## config.mk

```make
export PLATFORM = sky130hd
export DESIGN_NAME = seg7_scan_ctrl
export DESIGN_NICKNAME = d
export VERILOG_FILES = /design/src/rtl/seg7_scan_pkg.sv /design/src/rtl/seg7_scan_timer.sv /design/src/rtl/seg7_scan_ctrl.sv
export SDC_FILE = /design/constraint.sdc
export NUM_CORES = 1
export LEC_CHECK = 0
export ABC_AREA = 1
export BUFFER_PORTS_ARGS = -buffer_cell sky130_fd_sc_hd__buf_2
export CAP_MARGIN = 20
export CELL_PAD_IN_SITES_DETAIL_PLACEMENT = 0
export CELL_PAD_IN_SITES_GLOBAL_PLACEMENT = 1
export CORE_ASPECT_RATIO = 1.2
export CORE_UTILIZATION = 38
export DETAILED_ROUTE_END_ITERATION = 8
export PLACE_DENSITY = 0.83
export SETUP_SLACK_MARGIN = 0.5
export SLEW_MARGIN = 20
export SYNTH_ARGS = -nofsm -noshare
export SYNTH_HDL_FRONTEND = slang
export SYNTH_SLANG_ARGS = --single-unit
```

## constraint.sdc

```tcl
create_clock -name clk -period 1.95 [get_ports clk]
set_clock_uncertainty 0.2 [all_clocks]
set_input_delay 0.4875 -clock clk [delete_from_list [all_inputs] [get_ports clk]]
set_output_delay 0.4875 -clock clk [all_outputs]
set_load 0.01 [all_outputs]
```

## src/rtl/seg7_scan_pkg.sv

```systemverilog
// -----------------------------------------------------------------------------
// seg7_scan_pkg
// Shared types and helpers for the 7-segment scan controller.
//   state_t : scan FSM states (IDLE, SHOW, GAP)
//   BCD_W   : width of one BCD nibble
//   onehot  : index -> one-hot anode pattern, MAX_DIGITS wide; callers
//             size-cast the result down to their own digit count
// -----------------------------------------------------------------------------
package seg7_scan_pkg;

   localparam int BCD_W      = 4;
   localparam int MAX_DIGITS = 8;

   typedef enum logic [1:0] {
      IDLE = 2'd0,
      SHOW = 2'd1,
      GAP  = 2'd2
   } state_t;

   function automatic logic [MAX_DIGITS-1:0] onehot(input logic [2:0] idx);
      logic [MAX_DIGITS-1:0] v;
      v      = '0;
      v[idx] = 1'b1;
      return v;
   endfunction

endpackage

```

## src/rtl/seg7_scan_timer.sv

```systemverilog
// -----------------------------------------------------------------------------
// seg7_scan_timer
// Down-counter that times the dwell and gap slots. Loading N-1 makes done
// assert N cycles later, so the owning FSM sees a slot of exactly N cycles.
// Ports:
//   clk, rst  : clock, synchronous active-high reset
//   clear     : force the count to 0 (scan parked)
//   load      : load load_val (slot start); clear has priority
//   load_val  : slot length minus one
//   done      : count has reached 0 (last cycle of the slot)
// -----------------------------------------------------------------------------
module seg7_scan_timer #(
   parameter int W = 16
) (
   input  logic         clk,
   input  logic         rst,
   input  logic         clear,
   input  logic         load,
   input  logic [W-1:0] load_val,
   output logic         done
);

   logic [W-1:0] count;

   // NOTE: sequential state uses non-blocking assignments so every register
   // samples pre-edge values, independent of process evaluation order.
   always_ff @(posedge clk) begin
      if (rst) begin
         count <= '0;
      end else if (clear) begin
         count <= '0;
      end else if (load) begin
         count <= load_val;
      end else if (count != '0) begin
         // Stops at zero; the FSM always reloads before the next slot.
         count <= count - W'(1);
      end
   end

   assign done = (count == '0);

endmodule

```

## src/rtl/seg7_scan_ctrl.sv

```systemverilog
// -----------------------------------------------------------------------------
// seg7_scan_ctrl
// Time-multiplexed scan controller for a NUM_DIGITS 7-segment display sharing
// one BCD decoder. Each digit is lit for DWELL_CYC clocks, then all anodes go
// dark for GAP_CYC clocks. Loads are double-buffered in a shadow register and
// committed only at frame start, so a frame never mixes old and new values.
// Optional feature: define SEG7_SCAN_LZB_EN for leading-zero blanking
// (digit 0 is never blanked).
// Ports:
//   clk, rst    : clock, synchronous active-high reset
//   enable      : 1 = scan runs, 0 = dark and parked at digit 0
//   load_valid  : load_data valid
//   load_ready  : shadow register free (no load pending)
//   load_data   : packed BCD nibbles, [3:0] = digit 0 (rightmost)
//   bcd_out     : nibble for the shared decoder (registered)
//   digit_an    : one-hot active-high anode enables (registered)
//   digit_idx   : currently selected digit
//   frame_done  : 1-cycle pulse, registered on the edge that ends the last
//                 gap of a frame (coincides with digit 0 of the next frame)
// -----------------------------------------------------------------------------
module seg7_scan_ctrl
   import seg7_scan_pkg::*;
#(
   parameter int NUM_DIGITS = 4,
   parameter int DWELL_CYC  = 50000,
   parameter int GAP_CYC    = 500
) (
   input  logic                          clk,
   input  logic                          rst,
   input  logic                          enable,
   input  logic                          load_valid,
   output logic                          load_ready,
   input  logic [4*NUM_DIGITS-1:0]       load_data,
   output logic [3:0]                    bcd_out,
   output logic [NUM_DIGITS-1:0]         digit_an,
   output logic [$clog2(NUM_DIGITS)-1:0] digit_idx,
   output logic                          frame_done
);

   localparam int IDX_W   = $clog2(NUM_DIGITS);
   localparam int MAX_CYC = (DWELL_CYC > GAP_CYC) ? DWELL_CYC : GAP_CYC;
   localparam int TMR_W   = (MAX_CYC > 1) ? $clog2(MAX_CYC) : 1;

   localparam logic [TMR_W-1:0] DWELL_LD = TMR_W'(DWELL_CYC - 1);
   localparam logic [TMR_W-1:0] GAP_LD   = TMR_W'(GAP_CYC - 1);
   localparam logic [IDX_W-1:0] LAST_IDX = IDX_W'(NUM_DIGITS - 1);

   state_t                   state, state_nx;
   logic [IDX_W-1:0]         idx_nx;
   logic [BCD_W*NUM_DIGITS-1:0] display, shadow, disp_nx;
   logic                     pending;
   logic                     accept, commit;
   logic                     tmr_clear, tmr_load, tmr_done;
   logic [TMR_W-1:0]         tmr_val;
   logic                     frame_done_nx;
   logic [NUM_DIGITS-1:0]    blank, an_nx;
   logic [3:0]               bcd_nx;

   assign load_ready = !pending;
   assign accept     = load_valid && load_ready;

   seg7_scan_timer #(.W(TMR_W)) u_timer (
      .clk      (clk),
      .rst      (rst),
      .clear    (tmr_clear),
      .load     (tmr_load),
      .load_val (tmr_val),
      .done     (tmr_done)
   );

   // NOTE: every output of this block gets a default before the case, so no
   // path can leave a value unassigned and infer a latch.
   always_comb begin
      state_nx      = state;
      idx_nx        = digit_idx;
      commit        = 1'b0;
      tmr_clear     = 1'b0;
      tmr_load      = 1'b0;
      tmr_val       = DWELL_LD;
      frame_done_nx = 1'b0;
      if (!enable) begin
         state_nx  = IDLE;
         idx_nx    = '0;
         tmr_clear = 1'b1;
      end else begin
         case (state)
            IDLE: begin
               state_nx = SHOW;
               idx_nx   = '0;
               tmr_load = 1'b1;
               commit   = pending;
            end
            SHOW: begin
               if (tmr_done) begin
                  state_nx = GAP;
                  tmr_load = 1'b1;
                  tmr_val  = GAP_LD;
               end
            end
            GAP: begin
               if (tmr_done) begin
                  state_nx = SHOW;
                  tmr_load = 1'b1;
                  if (digit_idx == LAST_IDX) begin
                     idx_nx        = '0;
                     frame_done_nx = 1'b1;
                     commit        = pending;
                  end else begin
                     idx_nx = digit_idx + IDX_W'(1);
                  end
               end
            end
            default: state_nx = IDLE;
         endcase
      end
   end

   // Outputs are computed from next-state values so anode and nibble switch
   // on the same edge; a commit feeds the shadow value straight through.
   assign disp_nx = commit ? shadow : display;

`ifdef SEG7_SCAN_LZB_EN
   // A digit is blanked when it and every higher digit are zero.
   always_comb begin
      logic run;
      run   = 1'b1;
      blank = '0;
      for (int i = NUM_DIGITS - 1; i >= 1; i--) begin
         run      = run && (disp_nx[i*BCD_W +: BCD_W] == '0);
         blank[i] = run;
      end
   end
`else
   assign blank = '0;
`endif

   always_comb begin
      an_nx  = '0;
      bcd_nx = bcd_out;
      if (state_nx == SHOW) begin
         an_nx  = NUM_DIGITS'(onehot(3'(idx_nx))) & ~blank;
         bcd_nx = disp_nx[idx_nx*BCD_W +: BCD_W];
      end
   end

   always_ff @(posedge clk) begin
      if (rst) begin
         state      <= IDLE;
         digit_idx  <= '0;
         // NOTE: display and shadow are reset so the first frame after reset
         // shows 0000 and a load cut short by reset is discarded.
         display    <= '0;
         shadow     <= '0;
         pending    <= 1'b0;
         bcd_out    <= '0;
         digit_an   <= '0;
         frame_done <= 1'b0;
      end else begin
         state      <= state_nx;
         digit_idx  <= idx_nx;
         display    <= disp_nx;
         bcd_out    <= bcd_nx;
         digit_an   <= an_nx;
         frame_done <= frame_done_nx;
         // load_ready is low while pending, so accept and commit never
         // coincide and the shadow cannot change under a commit.
         if (commit) begin
            pending <= 1'b0;
         end else if (accept) begin
            shadow  <= load_data;
            pending <= 1'b1;
         end
      end
   end

endmodule

```

# Word-level counts from Yosys, hierarchy flattened
# Index checks and enable logic that the tools add are counted.
dict set report totals {
  output_inout_bits 12
  ram_bits 0
  elab_cells 59
  memories 0
  mem_bits_ro 0
  input_bits 20
  ff_bits 62
  latch_bits 0
}
dict set report classes {
  reduce_logical 13
  magnitude_cmp 2
  n_div 0
  n_bitwise 5
  mul 0
  muxes 23
  eq_ne 4
  add_sub_neg 2
  n_shift 1
}
# cell n
set ops {}
lappend ops {{2-to-1 mux 16 bit} 5}
lappend ops {{zero test 16 bit} 1}
lappend ops {{nonzero test 16 bit} 1}
lappend ops {{variable part select 16 x 5 -> 4 bit} 1}
lappend ops {{subtractor 16 x 1 -> 16 bit, second input constant} 1}
lappend ops {{2-to-1 mux 2 bit} 6}
lappend ops {{OR reduction 2 bit} 4}
lappend ops {{2-to-1 mux 1 bit} 7}
lappend ops {{one-hot mux 2 bit (3 select lines)} 1}
lappend ops {{NOT 1 bit} 5}
lappend ops {{equality test 2 x 1 -> 1 bit, second input constant} 2}
lappend ops {{equality test 2 bit, second input constant} 2}
lappend ops {{less-than comparator 2 x 4 -> 1 bit, second input constant} 1}
lappend ops {{one-hot mux 1 bit (2 select lines)} 2}
lappend ops {{one-hot mux 2 bit (2 select lines)} 1}
lappend ops {{OR reduction 4 bit} 1}
lappend ops {{adder 2 x 1 -> 2 bit, second input constant} 1}
lappend ops {{demux 1 bit (select 2 bit)} 1}
lappend ops {{greater-or-equal comparator 2 x 1 -> 1 bit, second input constant} 1}
lappend ops {{logical AND 1 bit} 2}
lappend ops {{zero test 2 bit} 1}
lappend ops {{AND reduction 2 bit} 1}
lappend ops {{nonzero test 2 bit} 1}
lappend ops {{zero test 1 bit} 1}

# Logic depth before layout (Yosys ltp)
# Gate-level depths: netlist of run 1.
dict set report logic_depth {
  word_depth 9
  depth_mapped 14
}

# By module
# Synthesis of run 1 repeated with hierarchy kept, for this count alone.
dict set report hier_totals {
  hier_cells 451
  hier_area_um2 3103.0
}
# mod seq_area_each_um2 cells_each instances area_per_inst_um2
set modules_own_cells {}
lappend modules_own_cells {seg7_scan_ctrl 920.9 275 1 2005.7}
lappend modules_own_cells {seg7_scan_timer 320.3 176 1 1097.3}

# Worst setup path after synthesis of run 1
# OpenSTA, ideal clock, no wires.
dict set report synth_timing {
  path_kind {reg-to-reg}
  start {reg u_timer.count[0]}
  end {reg bcd_out[0]}
  period_less_slack_ps 1961
  required_ps 1633
  path_slack_ps -11
  arrival_time_ps 1644
  stages_incl_launch_ff 15
  path_cell_list {dfxtp_1 > inv_1 > ha_1 > nand2_2 > nor2_4 > nand4_2 > nand2_2 > nand2_4 > buf_6 > nand2_1 > nand2_1 > nand2_1 > nand3_1 > nor2_1 > nor2_1}
}
dict set report synth_between {
  elab_chain_cells 6
  word_cells_on_any_way 14
  cone_classes {eq/ne (1); shift (1); mux (11); reduce/logical (1)}
}
# element line
set synth_rtl {}
lappend synth_rtl {{start, declared} seg7_scan_timer.sv:23} ;# logic [W-1:0] count;
lappend synth_rtl {{start signal, assigned} seg7_scan_timer.sv:33} ;# count <= load_val;
lappend synth_rtl {{start signal, assigned} seg7_scan_timer.sv:36} ;# count <= count - W'(1);
lappend synth_rtl {{zero test 16 bit *} seg7_scan_timer.sv:40} ;# assign done = (count == '0);
lappend synth_rtl {{2-to-1 mux 1 bit} seg7_scan_ctrl.sv:101} ;# if (tmr_done) begin
lappend synth_rtl {{one-hot mux 1 bit (2 select lines)} seg7_scan_ctrl.sv:86} ;# case (state)
lappend synth_rtl {{2-to-1 mux 1 bit} seg7_scan_ctrl.sv:81} ;# if (!enable) begin
lappend synth_rtl {{2-to-1 mux 16 bit} seg7_scan_ctrl.sv:120} ;# assign disp_nx = commit ? shadow : display;
lappend synth_rtl {{variable part select 16 x 5 -> 4 bit} seg7_scan_ctrl.sv:142} ;# bcd_nx = disp_nx[idx_nx*BCD_W +: BCD_W];
lappend synth_rtl {{end signal, assigned} seg7_scan_ctrl.sv:162} ;# bcd_out <= bcd_nx;
lappend synth_rtl {{end, declared} seg7_scan_ctrl.sv:34} ;# output logic [3:0] bcd_out,
# Every way passes the cells marked *; elsewhere a longest branch is shown, timed or not.
# A chain may end at the register's enable or synchronous reset.

# Final worst setup path of run 1
dict set report layout_timing {
  start {reg u_timer.count[8]}
  end {reg bcd_out[3]}
}
# The elaborated chain is that of the path after synthesis.

==> metrics.yaml, run 1 <==
detailed_routing:
  dr_total_vias: 2858
  drtIter0Drc: 124
  post_drt_wl_per_cell_um: 14.18
  ant_nets: 0
  totalWireLength_um: 8085
  drc: 0
  avgViaCountPerCell: 5.014
  drtPass1Iterations: 4
power_and_ir_drop:
  p_per_area_nw_per_um2: 895.5
  power.leakage_nw: 1.993
  irDropWorstVdd_v: 0.0005751
floorplanning:
  start_util_pct: 39.12
  io-pin-count: 32
  core_um2: 7189
  dieHeight_um: 96.25
  fp.dieW_um: 80.54
  die_area_um2: 7751
  row_count: 34
clocking:
  clkLatencyLatePin_ns: 0.35
  hold_buffers: 0
  cts_buffer_depth: 2
  numCtsBuffers: 9
  clk_pin_slew_ns: 0.08
  cts_max_level: 3
  cts_num_sinks: 62
  cts_root_buffer: "clkbuf_8"
  cts_tree: "yes"
critical_path:
  rr_worst_depth: 12
  cp_max_fo: 6
  critPathBufInv: 1
  end_kind: "flip-flop"
  path_class: "reg2reg"
  critical_path.cell_chain: "nor2_1 > nand2_1 > nor2_4 > nand4_4 > nand2_8 > buf_12 > nand3_1 > nand2_1 > nand2_1 > nand3_1 > nor2_1 > nor2_1"
  start_kind: "flip-flop"
  reg2reg_to: "bcd_out[3]"
  r2r_slack_ns: -0.10
  worst_setup_path_startpoint: "u_timer.count[8]"
  critPathSlowestCell: "dfxtp_1"
  cp-endpoint: "bcd_out[3]"
  cp_data_required_time_ns: 2.04
  slowest_delay_ns: 0.31
  crit_family: "simple AND/OR/NAND/NOR gates"
  cp.arrival_ns: 2.14
  crit-reg2reg-launch: "u_timer.count[8]"
  crit_cells: 12
run_status:
  violations: "negative setup slack"
  status: "finished with violations"
yosys:
  ys.flop_type: "dfxtp_1"
  syn_avg_cell_area_um2: 7.268
  ys_ff_latch: 62
  ys_seq_area_share_pct: 44.13
  postSynthCellCount: 387
  synth_edf_count: 0
  ys_warn_count: 0
  ys_types: 31
  syn_nets: 413
  netlist_area_um2: 2813
  synthArstFlopShare_pct: 0
sta:
  tightest_slew_ns: 0.6402
  fin_tns_setup_ns: -0.2336
  relSlewSlack_pct: 57.27
  drv_slew: 0
  setup_violations: 4
  period_minus_slack_ns: 2.053
  grt_setup_unrepaired: "yes"
  fin_ws_ns: -0.1032
  fmax_mhz: 487.0
  hold_viol_final: 0
  hold-worst-slack_ns: 0.1819
  min_period_over_period_pct: 105.3
flow_run:
  drv_cap: 0
global_route:
  grt_max_degree: 21
  grt_pass1_vias: 2655
  grt_use_total_pct: 21.05
  grt_pass1_wl_um: 12100
  grt.overflow.total: 0
  antenna_found_initial: 0
min_path:
  hold_class: "in2reg"
placement:
  dp.cells: 532
  gp_congestion: 0.8063
  io_buffers: 31
  hpwl_um: 5096
layout:
  nets: 501
  layout_common_cells: "nor2_1, nand2_1, dfxtp_1"
  diodes: 0
  fin_cells: 570
  synthToLayoutAreaGrowth_pct: 57.70
  drive_gt1_share_pct: 48.33
[where the power goes]
part,internal [mW],switching (mW),total (mW)
Sequential,1.36,0.0633,1.42
Clock,0.984,0.551,1.54
Combinational,0.434,0.583,1.02
[sequential cells by signal (all words and copies together) (netlist names)]
register / flops
display: 16
shadow: 16
u_timer.count: 16
bcd_out: 4
digit_an: 4
digit_idx: 2
state: 2
frame_done: 1
pending: 1
[worst register-to-register path, delay by kind of cell (launching register included)]
| family | cells | cell delay (ns) |
|---|---|---|
| buf+inv | 1 | 0.15 |
| flops | 1 | 0.31 |
| simple gates | 11 | 1.34 |
[stage by stage]
step                      worst slack [ns]  total power, mW  instance area [µm²]  util [%]
after floorplan                     0.1295            1.933                 2919         -
after global placement            -0.02483            2.155                 3400     47.29
after detailed placement          -0.05278            2.166                 3400     47.29
after CTS                          0.01310            3.852                 4063     56.51
after global routing               -0.2415            4.156                 4436     61.70
final                              -0.1032            3.972                 4436     61.70
[cell families (layout without fill, tap and decap cells)]
kind of cell / Yosys count / count (layout) / share of synthesized area [%]
buffers and inverters: 38 / 128 / 5.516
DFF: 62 / 62 / 44.13
adders and majority gates: 6 / 6 / 2.669
and+or+nand+nor: 221 / 224 / 35.59
xor gates and xnor gates: 5 / 5 / 1.557
AOI/OAI and AO/OA: 55 / 55 / 10.54
[per-layer routing]
metal  vias to the layer above  global-route usage (%)  part of all wire [%]
met3                        18                   5.687                   3.8
li1                       1440                       -                     -
met5                         -                       0                     0
met1                      1345                   23.50                    40
met4                         0                   9.077                   2.5
met2                        55                   37.29                    53
[repair_timing]
action                     CTS  global route
setup endpoints to repair   57            65
setup buffers               11             6
gates cloned                 2             3
pin swaps                   27            34
gates resized for setup     75            75
[cells in the mapped netlist, types with 5 or more instances]
library cell  instances  share of area [%]
a21oi_1              23                4.1
clkbuf_1              9                1.2
dfxtp_1              62                 44
ha_1                  6                2.7
inv_1                26                3.5
nand2_1              92                 12
nand3_1              32                5.7
nor2_1               66                8.8
nor2_4                5                2.0
o21ai_0              23                4.1
xor2_1                5                1.6
[layout make-up]
cell class              instances  area, µm²
clock inverters                 7      146.4
flip-flops and latches         62       1257
repair inverters                1      7.507
inverters                      27      127.6
clock buffers                   9      123.9
fillers                       605       2754
well taps                      90      112.6
multi-input cells             290       1983
repair buffers                 84      676.9
[how the worst min path moves through the flow]
stage / slack [ns] / cells after the start / end / from
floorplan: 0.22 / 2 / shadow[14] / shadow[14]
global placement: 0.26 / 2 / display[6] / display[6]
detailed placement: 0.26 / 2 / display[2] / display[2]
CTS: 0.17 / 3 / shadow[3] / load_data[3]
global route: 0.19 / 3 / shadow[4] / load_data[4]
finish: 0.18 / 3 / shadow[1] / load_data[1]
No activity file was read; power rests on OpenSTA's default activity.
==> inputs of run 2 (changes only) <==
Settings changed: CORE_ASPECT_RATIO 1.2 to unset, CORE_MARGIN set to 4.
==> metrics.yaml, run 2 (same netlist as run 1, synthesis figures left out) <==
critical_path:
  rr_worst_depth: 13
  cp_data_required_time_ns: 2.03
  cp.arrival_ns: 2.08
  r2r_slack_ns: -0.05
  crit-reg2reg-launch: "u_timer.count[9]"
  start_kind: "flip-flop"
  path_class: "reg2reg"
  reg2reg_to: "bcd_out[1]"
  cp_max_fo: 5
  end_kind: "flip-flop"
global_route:
  use_met2_pct: 27.91
  grt_max_degree: 21
  grt_pass1_wl_um: 12040
  met3_usage_pct: 4.487
  grt_use_met1_pct: 22.86
  grt_use_total_pct: 17.30
  grt-busiest-layer: "met2"
  antenna_found_initial: 0
  grt_pass1_vias: 2637
  grt.overflow.total: 0
power_and_ir_drop:
  power.leakage_nw: 1.886
  total_power_mw: 3.731
  p_per_area_nw_per_um2: 862.3
  irDropWorstVdd_v: 0.0004630
layout:
  n_fill_cell: 615
  nets: 501
  diodes: 0
  final_common_cell: "nand2_1"
  layout_common_cells: "nand2_1, nor2_1, dfxtp_1"
  drive_gt1_share_pct: 48.74
  reg_top3: "display: 16 flops, shadow: 16 flops, u_timer.count: 16 flops"
  fin_cells: 577
  design_area_um2: 4327
  synthToLayoutAreaGrowth_pct: 53.83
placement:
  place_area_um2: 3391
  io_buffers: 31
  hpwl_um: 5015
  gp_congestion: 0.8281
  dp.cells: 540
min_path:
  hold_class: "in2reg"
  min_from: "load_data[2]"
  holdPathEnd: "shadow[2]"
  holdPathStages: 3
clocking:
  cts_max_level: 3
  cts_buffer_depth: 2
  clk_pin_slew_ns: 0.07
  hold_buffers: 0
  cts_tree: "yes"
  numCtsBuffers: 9
  cts_root_buffer: "clkbuf_8"
  cts_num_sinks: 62
  clkLatencyLatePin_ns: 0.34
floorplanning:
  fp.dieW_um: 94.04
  row_count: 31
  core_um2: 7214
  io-pin-count: 32
  dieHeight_um: 94.04
  die_area_um2: 8843
  start_util_pct: 38.99
sta:
  setup_violations: 5
  fmax_mhz: 499.0
  hold_viol_final: 0
  fin_ws_ns: -0.05407
  tightest_slew_ns: 0.4686
  fin_tns_setup_ns: -0.1412
  period_minus_slack_ns: 2.004
  grt_setup_unrepaired: "yes"
  min_period_over_period_pct: 102.8
  drv_slew: 0
  relSlewSlack_pct: 68.73
detailed_routing:
  drc: 0
  avgViaCountPerCell: 4.879
  ant_nets: 0
  drtPass1Iterations: 4
  drtIter0Drc: 119
  dr_total_vias: 2815
  post_drt_wl_per_cell_um: 13.88
  totalWireLength_um: 8006
run_status:
  status: "finished with violations"
  violations: "negative setup slack"
flow_run:
  drv_cap: 0
run 2: changes by cell type in the layout (fill, tap and decap cells not counted), sizes merged:
cell      previous run  this run
bufinv               4         2
buf                 83        86
clkinvlp             2         3
clkinv               4         2
nand2              102       100
run 2: layout make-up:
type                    count  area (µm²)  share of cell area [%]
clock inverters             4       72.57                   1.677
repair buffers             86       661.9                   15.30
repair inverters            1       7.507                  0.1735
inverters                  27       112.6                   2.603
clock buffers              10       137.6                   3.181
multi-input cells         288        1947                   45.00
flip-flops and latches     62        1264                   29.21
well taps                  99       123.9                   2.863
run 2: worst max-delay path by stage:
stage	start	end	cells past startpoint
2_1_floorplan	u_timer.count[1]	bcd_out[0]	14
3_3_place_gp	u_timer.count[6]	bcd_out[1]	12
3_5_place_dp	u_timer.count[14]	bcd_out[1]	13
4_1_cts	u_timer.count[0]	bcd_out[1]	14
5_1_grt	u_timer.count[9]	bcd_out[1]	12
6_report	u_timer.count[9]	bcd_out[1]	13
run 2: metrics by stage:
stage	setup WS, ns	hold WS [ns]	util, %
floorplan	0.1295	0.2245	-
global placement	0.0004905	0.2574	47.00
detailed placement	-0.07216	0.2608	47.00
CTS	0.008631	0.1894	54.34
global route	-0.1553	0.1992	59.97
finish	-0.05407	0.1954	59.97
run 2: repair_timing:
action,4_1_cts,5_1_grt
pin swaps,27,31
resized for setup,63,79
setup buffers,9,11
gates cloned,2,1
setup endpoints to repair,57,71
hold endpoints to repair,0,0
run 2: routing by layer:
layer	vias to the layer above	part of all wire (%)	routed length, µm
met5	-	0	0
met4	0	1.8	147
met3	15	4.0	319
met2	67	48	3869
met1	1299	46	3670
li1	1434	-	-
run 2: worst max-delay path: stages (launching register included):
cell	delay (ns)
dfxtp_2	0.33
nor2_2	0.14
nand2_2	0.09
nor2_4	0.22
nand2_4	0.12
clkinv_4	0.10
nand3_4	0.08
nand2_8	0.10
nand2_8	0.07
nor2_4	0.19
nand2_1	0.10
nand3_2	0.09
nor2_2	0.05
nor2_1	0.07
run 2: power by group:
group	internal (mW)	switching, mW
logic	0.472	0.614
registers	1.36	0.0656
clock network	0.738	0.483
